<file path="src/rtl/jpeg_zigzag_buf.sv">
// jpeg_zigzag_buf
//   Ping-pong reorder buffer between the quantizer and the entropy coder.
//   8x8 coefficient blocks arrive in raster order (index r*8+c) and leave in
//   JPEG zigzag order. Two 64-word banks live in a single tdpram:
//   port a is written by the input side and port b is read by the output side.
//
// Ports
//   clk         in   1    single clock for both RAM ports and all logic
//   rst         in   1    synchronous, active-high reset
//   din_valid   in   1    input coefficient valid
//   din_ready   out  1    buffer can accept (current write bank not full)
//   din         in   DW   coefficient, raster order
//   dout_valid  out  1    output coefficient valid
//   dout_ready  in   1    downstream accepts
//   dout        out  DW   coefficient, zigzag order
//   dout_last   out  1    marks the 64th coefficient of each block
//   zz_bypass   in   1    only with JPEG_ZZ_BYPASS_EN: 1 = emit raster order,
//                         sampled at the first read of each block
//
// Configuration macro: JPEG_ZZ_BYPASS_EN (adds zz_bypass port).

module tdpram #(
    parameter int AW = 7,
    parameter int DW = 12
) (
    input  logic          clka,
    input  logic          wea,
    input  logic [AW-1:0] addra,
    input  logic [DW-1:0] data_a,
    input  logic          clkb,
    input  logic          enb,
    input  logic [AW-1:0] addrb,
    output logic [DW-1:0] q_b
);
    logic [DW-1:0] mem [0:(1<<AW)-1];

    always_ff @(posedge clka) begin
        if (wea) mem[addra] <= data_a;
    end

    // Read data register only updates on enable, so a stalled output holds.
    always_ff @(posedge clkb) begin
        if (enb) q_b <= mem[addrb];
    end
endmodule

module jpeg_zigzag_buf #(
    parameter int DW = 12
) (
    input  logic          clk,
    input  logic          rst,
    input  logic          din_valid,
    output logic          din_ready,
    input  logic [DW-1:0] din,
    output logic          dout_valid,
    input  logic          dout_ready,
    output logic [DW-1:0] dout,
    output logic          dout_last
`ifdef JPEG_ZZ_BYPASS_EN
    ,
    input  logic          zz_bypass
`endif
);
    localparam logic [5:0] zz_table [64] = '{
        6'd0,  6'd1,  6'd8,  6'd16, 6'd9,  6'd2,  6'd3,  6'd10,
        6'd17, 6'd24, 6'd32, 6'd25, 6'd18, 6'd11, 6'd4,  6'd5,
        6'd12, 6'd19, 6'd26, 6'd33, 6'd40, 6'd48, 6'd41, 6'd34,
        6'd27, 6'd20, 6'd13, 6'd6,  6'd7,  6'd14, 6'd21, 6'd28,
        6'd35, 6'd42, 6'd49, 6'd56, 6'd57, 6'd50, 6'd43, 6'd36,
        6'd29, 6'd22, 6'd15, 6'd23, 6'd30, 6'd37, 6'd44, 6'd51,
        6'd58, 6'd59, 6'd52, 6'd45, 6'd38, 6'd31, 6'd39, 6'd46,
        6'd53, 6'd60, 6'd61, 6'd54, 6'd47, 6'd55, 6'd62, 6'd63
    };

    logic       wr_bank;
    logic       rd_bank;
    logic [1:0] bank_full;
    logic [1:0] full_nxt;
    logic [5:0] wr_cnt;
    logic [5:0] rd_cnt;
    logic       wr_en;
    logic       rd_issue;
    logic       out_done;
    logic       use_raster;
    logic [5:0] rd_off;
    logic [6:0] wr_addr;
    logic [6:0] rd_addr;

    assign din_ready = ~bank_full[wr_bank];
    assign wr_en     = din_valid & din_ready;
    assign wr_addr   = {wr_bank, wr_cnt};

    // A read is issued whenever the current bank holds data and the output
    // register is free or being drained this cycle.
    assign rd_issue  = bank_full[rd_bank] & (~dout_valid | dout_ready);
    assign out_done  = dout_valid & dout_ready & dout_last;

`ifdef JPEG_ZZ_BYPASS_EN
    logic blk_bypass;

    // The first read of a block uses the live pin; the rest use the copy
    // captured with that first read, so the order cannot change mid-block.
    assign use_raster = (rd_cnt == 6'd0) ? zz_bypass : blk_bypass;

    always_ff @(posedge clk) begin
        if (rst) begin
            blk_bypass <= 1'b0;
        end else if (rd_issue && rd_cnt == 6'd0) begin
            blk_bypass <= zz_bypass;
        end
    end
`else
    assign use_raster = 1'b0;
`endif

    assign rd_off  = use_raster ? rd_cnt : zz_table[rd_cnt];
    assign rd_addr = {rd_bank, rd_off};

    // rd_bank advances when the last read of a block is issued so the next
    // bank can be read back-to-back. The word still in the output register
    // therefore always belongs to ~rd_bank, which is the bank released when
    // the final word is accepted. Writer set and reader clear never collide.
    always_comb begin
        full_nxt = bank_full;
        if (out_done) full_nxt[~rd_bank] = 1'b0;
        if (wr_en && wr_cnt == 6'd63) full_nxt[wr_bank] = 1'b1;
    end

    always_ff @(posedge clk) begin
        if (rst) begin
            wr_bank    <= 1'b0;
            rd_bank    <= 1'b0;
            bank_full  <= 2'b00;
            wr_cnt     <= 6'd0;
            rd_cnt     <= 6'd0;
            dout_valid <= 1'b0;
            dout_last  <= 1'b0;
        end else begin
            bank_full <= full_nxt;

            if (wr_en) begin
                wr_cnt <= wr_cnt + 6'd1;
                if (wr_cnt == 6'd63) wr_bank <= ~wr_bank;
            end

            if (rd_issue) begin
                rd_cnt     <= rd_cnt + 6'd1;
                dout_valid <= 1'b1;
                dout_last  <= (rd_cnt == 6'd63);
                if (rd_cnt == 6'd63) rd_bank <= ~rd_bank;
            end else if (dout_ready) begin
                dout_valid <= 1'b0;
                dout_last  <= 1'b0;
            end
        end
    end

    tdpram #(
        .AW(7),
        .DW(DW)
    ) u_ram (
        .clka   (clk),
        .wea    (wr_en),
        .addra  (wr_addr),
        .data_a (din),
        .clkb   (clk),
        .enb    (rd_issue),
        .addrb  (rd_addr),
        .q_b    (dout)
    );
endmodule

</file>
<file path="config.mk">
export PLATFORM = sky130hd
export DESIGN_NAME = jpeg_zigzag_buf
export DESIGN_NICKNAME = d
export VERILOG_FILES = /design/src/rtl/jpeg_zigzag_buf.sv
export SDC_FILE = /design/constraint.sdc
export NUM_CORES = 2
export LEC_CHECK = 0
export ABC_AREA = 1
export CAP_MARGIN = 10
export CORE_ASPECT_RATIO = 1.25
export CORE_UTILIZATION = 64
export CTS_BUF_LIST = sky130_fd_sc_hd__clkbuf_8 sky130_fd_sc_hd__clkbuf_16
export DETAILED_ROUTE_END_ITERATION = 8
export PLACE_DENSITY = 0.79
export SKIP_CTS_REPAIR_TIMING = 1
export SLEW_MARGIN = 25
export SYNTH_ARGS = -nofsm -noshare
export SYNTH_HDL_FRONTEND = slang
export SYNTH_SLANG_ARGS = --single-unit
</file>
<file path="constraint.sdc">
create_clock -name clk -period 4 [get_ports clk]
set_input_delay 0.8 -clock clk [delete_from_list [all_inputs] [get_ports clk]]
set_output_delay 0.8 -clock clk [all_outputs]
set_load 0.02 [all_outputs]
</file>
-- Word level (Yosys, flattened, before mapping)
Memories as Yosys holds them, arrays and structs flattened. A register that Yosys moved wholly into a read port is not among the register bits.
Index checks and enable logic that the tools add are counted.
- register bits: 18
- RAM bits: 1536
- ROM bits: 384
- input bits: 16
- output and inout bits: 15
- word-level logic and storage cells: 55
- memories: 2
- $add $sub $neg: 2
- $lt $le $gt $ge: 6
- equality and inequality tests: 2
- multiplexer cells: 17
- bitwise operators: 13
- reductions and logical operators: 6
- memories (name ; words ; width ; read ports ; clocked after memory_dff ; wr ports ; line ; RTL):
    u_ram.mem ; 128 ; 12 ; 1 ; 1 ; 1 ; 35 ; logic [DW-1:0] mem [0:(1<<AW)-1];
    (no name shown) ; 64 ; 6 ; 1 ; 0 ; 0 ; 116 ; assign rd_off = use_raster ? rd_cnt : zz_table[rd_cnt];
- operators with widths (operator ; count):
    adder 6 x 1 -> 6 bit, second input constant ; 2
    equality test 6 bit, second input constant ; 2
    2-to-1 mux 6 bit ; 2
    2-to-1 mux 1 bit ; 11
    greater-or-equal comparator 7 bit, second input constant ; 1
    NOT 6 -> 7 bit ; 1
    < comparator 1 x 2 -> 1 bit, second input constant ; 3
    bitwise AND 1 bit ; 4
    2-to-1 mux 2 bit ; 2
    NOT 1 bit ; 4
    AND reduction 2 bit ; 2
    logical AND 1 bit ; 3
    bitwise AND 2 bit ; 1
    demux 1 bit (select 1 bit) ; 2
    greater-or-equal comparator 1 bit, second input constant ; 2
    NOT 2 bit ; 1
    OR 2 bit ; 1
    nonzero test 2 bit ; 1
    OR 1 bit ; 1

-- Logic depth before layout (Yosys ltp)
- depth in word-level cells: 10
- depth in mapped cells: 22
- gate-level depth less buffers: 19

-- Modules after synthesis
A second synthesis with hierarchy kept.
- cell total of the unflattened synthesis: 5524
- area, all modules: 64430.5 um2
- by module, submodules not included (module ; times used ; cells an instance ; area an instance (um2) ; seq. area each (um2)):
    tdpram ; 1 ; 5265 ; 62872.8 ; 46484.6
    jpeg_zigzag_buf ; 1 ; 259 ; 1557.7 ; 360.3

-- Worst setup path after synthesis
OpenSTA, ideal clock, no wires.
- kind: register to register
- start: register wr_bank
- end: memory u_ram.mem[31][0], enable pin
- setup time: 0.396 ns
- arrival time: 2.421 ns
- required time: 3.604 ns
- slack: 1.183 ns
- stages on the path, launching flop included: 7
- path buffers: 1
- clock period less this slack: 2.817 ns
- cells stage by stage: dfxtp_1 -> clkbuf_1 -> mux2i_1 -> nand2_1 -> inv_1 -> nand3_1 -> nor3_1
- cells in the longest elaborated chain, start to end: 6
- ends and longest elaborated chain (element ; line ; RTL):
    start: declaration ; 75 ; logic wr_bank;
    start signal: assignment ; 143 ; if (wr_cnt == 6'd63) wr_bank <= ~wr_bank;
    2-to-1 mux 1 bit (implied by the code) (2 in series) ; 89 ; assign din_ready = ~bank_full[wr_bank];
    NOT 1 bit ; 89 ;
    net din_ready ; 53 ; output logic din_ready,
    bitwise AND 1 bit ; 90 ; assign wr_en = din_valid & din_ready;
    2-to-1 mux 1 bit ; 38 ; if (wea) mem[addra] <= data_a;
    2-to-1 mux 1 bit (implied by the code) ; 38 ;
    end: declaration ; 35 ;
The timed path passes the listed nets, and every way through them passes these cells. The select of a mux whose other input is x is not followed.

-- Worst setup path after layout
- start: register rd_cnt[1]
- end: register u_ram.q_b[1], read port of u_ram.mem (data pin)
- cells in the longest elaborated chain, start to end: 4
- ends and longest elaborated chain (element ; line ; RTL):
    start: declaration ; 80 ; logic [5:0] rd_cnt;
    start signal: assignment ; 147 ; rd_cnt <= rd_cnt + 6'd1;
    NOT 6 -> 7 bit (implied by the code) ; 116 ;
    memory (64 x 6 bit) ; - ;
    2-to-1 mux 6 bit (implied by the code) (2 in series) ; 116 ;
    end: declaration ; 33 ; output logic [DW-1:0] q_b
No other way between the ends. The select of a mux whose other input is x is not followed.
A chain may end at the register's enable or synchronous reset.

==> summary.txt <==
Run status
  – Status: finished, final reports clean

Worst setup path
  – Crit path capture: u_ram.q_b[1]
  – WS Path Type: flip-flop to flip-flop
  – CP startpoint kind: flip-flop
  – Worst R2R Setup Slack: between 60 and 70 ps
  – R2R Path End: u_ram.q_b[1]
  – Setup crit end kind: flip-flop
  – Crit-path max FO: 50
  – Critical Path Source: rd_cnt[1]
  – Worst EP required: about 4600 ps
  – Reg2reg start: rd_cnt[1]
  – Worst Path Arrival: 4570 ps
  – R2R depth: 20

Synth
  – Synthesized area: between 0.06 and 0.07 sq mm
  – Mapped Cells: about 6,300
  – Mapped Avg Cell Area: around 11 sq um
  – Async S/R FF share, synth: 0%
  – Distinct cells, synth: 34
  – EDFF count, synth: between 1,500 and 2,000
  – Dominant register cell in the synthesized netlist: edfxtp_1
  – Synth warnings: 0
  – Sequential area share after synthesis: between 60% and 70%
  – Mapped Nets: 6,341
  – Flops & latches, synth: between 1,500 and 2,000

STA
  – Final Max Slew Viols: 0
  – RSZ-0062 raised after global routing: false
  – Maximum clock rate: ~250 MHz
  – Endpoints failing setup: 0
  – Fin crit share: a little over nine tenths
  – Tmin final: between 3000 and 4000 ps
  – Rel. slew slack: ~28%
  – Slew @ Worst Pin: approximately 1100 ps
  – Min Hold Slack: approximately 350 ps
  – Final worst slack: 63.0 ps
  – Skew final: between 20 and 30 ps
  – Fin Setup TNS: 0 ps
  – Final hold violations: 0

Route
  – Vias per cell: between 6 and 7
  – DR DRC count: 0
  – DR iter-0 viols: approximately 7,400
  – WL final: between 150 and 200 mm
  – Total number of vias: around 49,000
  – WL/cell: roughly 24 um
  – Post-route ant nets: 0
  – 1st-pass router iterations: 6

Global route
  – First-pass GRT wire length: between 200 and 300 mm
  – Initial antenna violation count: 2
  – Vias in the first global route: about 47,000
  – GRT overflow: 0
  – GRT Overall Usage: roughly 35%
  – Largest net degree at the start of global routing: 155

Placement
  – Post-DP HPWL: ~110 mm
  – DP Area: roughly 0.073 sq mm
  – Dpl cells: 7,628
  – Pre-CTS setup slack: about 100 ps
  – RePlAce Congestion: about 0.95
  – # port buffers: 30

CTS
  – TritonCTS Buffers: between 100 and 150
  – Clk buf depth: 3
  – CTS tree: done
  – Clock Tree Root: clkbuf_16
  – Sink Count: roughly 1,600
  – CTS clk-pin slew, worst paths: ~60 ps
  – Skew-Pair Late Insertion Delay: 790 ps
  – H-tree depth: 4

Die
  – Row cnt: 134
  – Chip height: approximately 370 um
  – Die area: roughly 0.11 sq mm
  – Boundary Pins: 31
  – CORE AREA: roughly 0.11 sq mm
  – Die W: 297 um
  – Initial Utilization: between 60% and 70%

Power and ir drop
  – Pwr/cell area: approximately 410 mW/mm^2
  – Peak supply drop: between 0.0004 and 0.0005 V
  – Design Power: 32.1 mW
  – Leakage: approximately 30 nW

Layout
  – Number of fill cells: around 7,000
  – Util after Layout: between 70% and 80%
  – Final Instance Count excl. Fillers: 7,902
  – Area Growth Syn to Fin: 11.4%
  – Layout cell share with drive strength beyond 1: about 8.4%
  – Most common cell after layout, fill and taps aside: nand3_1
  – Multi-input gate area: between 0.015 and 0.02 sq mm
  – Most frequent cells in the layout: nand3_1 (1,596), edfxtp_1 (1,548), nand2_1 (1,083)
  – Final instance area: between 0.07 and 0.08 sq mm
  – Nets: 6,395
  – Register Area: 0.0468 sq mm

Run
  – Max cap viols: 0

Worst hold path
  – Tightest Hold Check Type: input port to flip-flop
==> worst min path at each step <==
stage / cells after the start / endpoint / slack [ps] / start
after floorplan: 2 / bank_full[0] / 460 / bank_full[0]
after global placement: 2 / dout_last / 470 / dout_last
after detailed placement: 2 / dout_last / 500 / dout_last
after CTS: 1 / u_ram.mem[94][3] / 310 / din[3]
after global routing: 1 / u_ram.mem[95][3] / 330 / din[3]
final: 1 / u_ram.mem[94][3] / 350 / din[3]
==> state kept, by name (all words and copies together) (netlist names) <==
signal      count
bank_full       2
dout_last       1
dout_valid      1
rd_bank         1
rd_cnt          6
u_ram.mem    1536
u_ram.q_b      12
wr_bank         1
wr_cnt          6
==> power by group <==
| part | total (mW) | switching (mW) | leakage (nW) | internal (mW) |
|---|---|---|---|---|
| Clock | 13.5 | 5.92 | 2.36 | 7.62 |
| Combinational | 0.504 | 0.428 | 13.1 | 0.0757 |
| Sequential | 18.0 | 0.00634 | 14.1 | 18.0 |
| Total | 32.1 | 6.35 | 29.5 | 25.7 |
==> cell families after synthesis <==
group                      after synthesis  share of synthesized area (%)
and+or+nand+nor                       3417                           24.5
buffers and inverters                 1243                           7.25
muxes                                    1                         0.0144
adders and majority gates               16                          0.288
DFF                                   1566                           67.4
AOI/OAI and AO/OA                       66                          0.569
==> final cells by class <==
class	count	share of cell area [%]
antenna	1	0.00323
clock buffer	152	4.91
clock inverter	105	1.02
inverter	811	3.94
multi-input combinational	3502	22.9
sequential	1566	60.5
tap	1428	2.31
timing repair buffer	337	4.41
==> Yosys cell counts (13+ instances only) <==
master,n,area (sq um)
ha_1,16,200
o21ai_0,22,110
nand3b_1,570,4280
nor2_1,148,556
o211ai_1,13,97.6
dfxtp_1,18,360
nand3_1,1598,8000
buf_2,264,1320
nand2_1,1085,4070
edfxtp_1,1548,46500
a21oi_1,18,90.1
buf_1,31,116
clkbuf_1,126,473
inv_1,803,3010
==> metal layers <==
metal  track usage [%]  wire length [um]
met5                 0                28
met3              6.89             21200
met1              43.7             66500
met4              21.1             12800
met2              55.6             91900
==> critical path: stages, from the launching register on <==
cell	delay, ps
dfxtp_1	330
inv_1	150
ha_1	370
inv_1	100
nand2_1	120
nand3_1	90
nand3_1	70
inv_1	40
nor2_1	240
inv_2	210
nand2_8	160
buf_12	270
buf_4	220
nand3_1	80
nand3_1	130
nand3_1	190
nand3_1	270
nand3_1	340
nand2_1	180
nand2_1	70
nand2_1	100
Note: power is estimated with default switching activity, not from simulation.
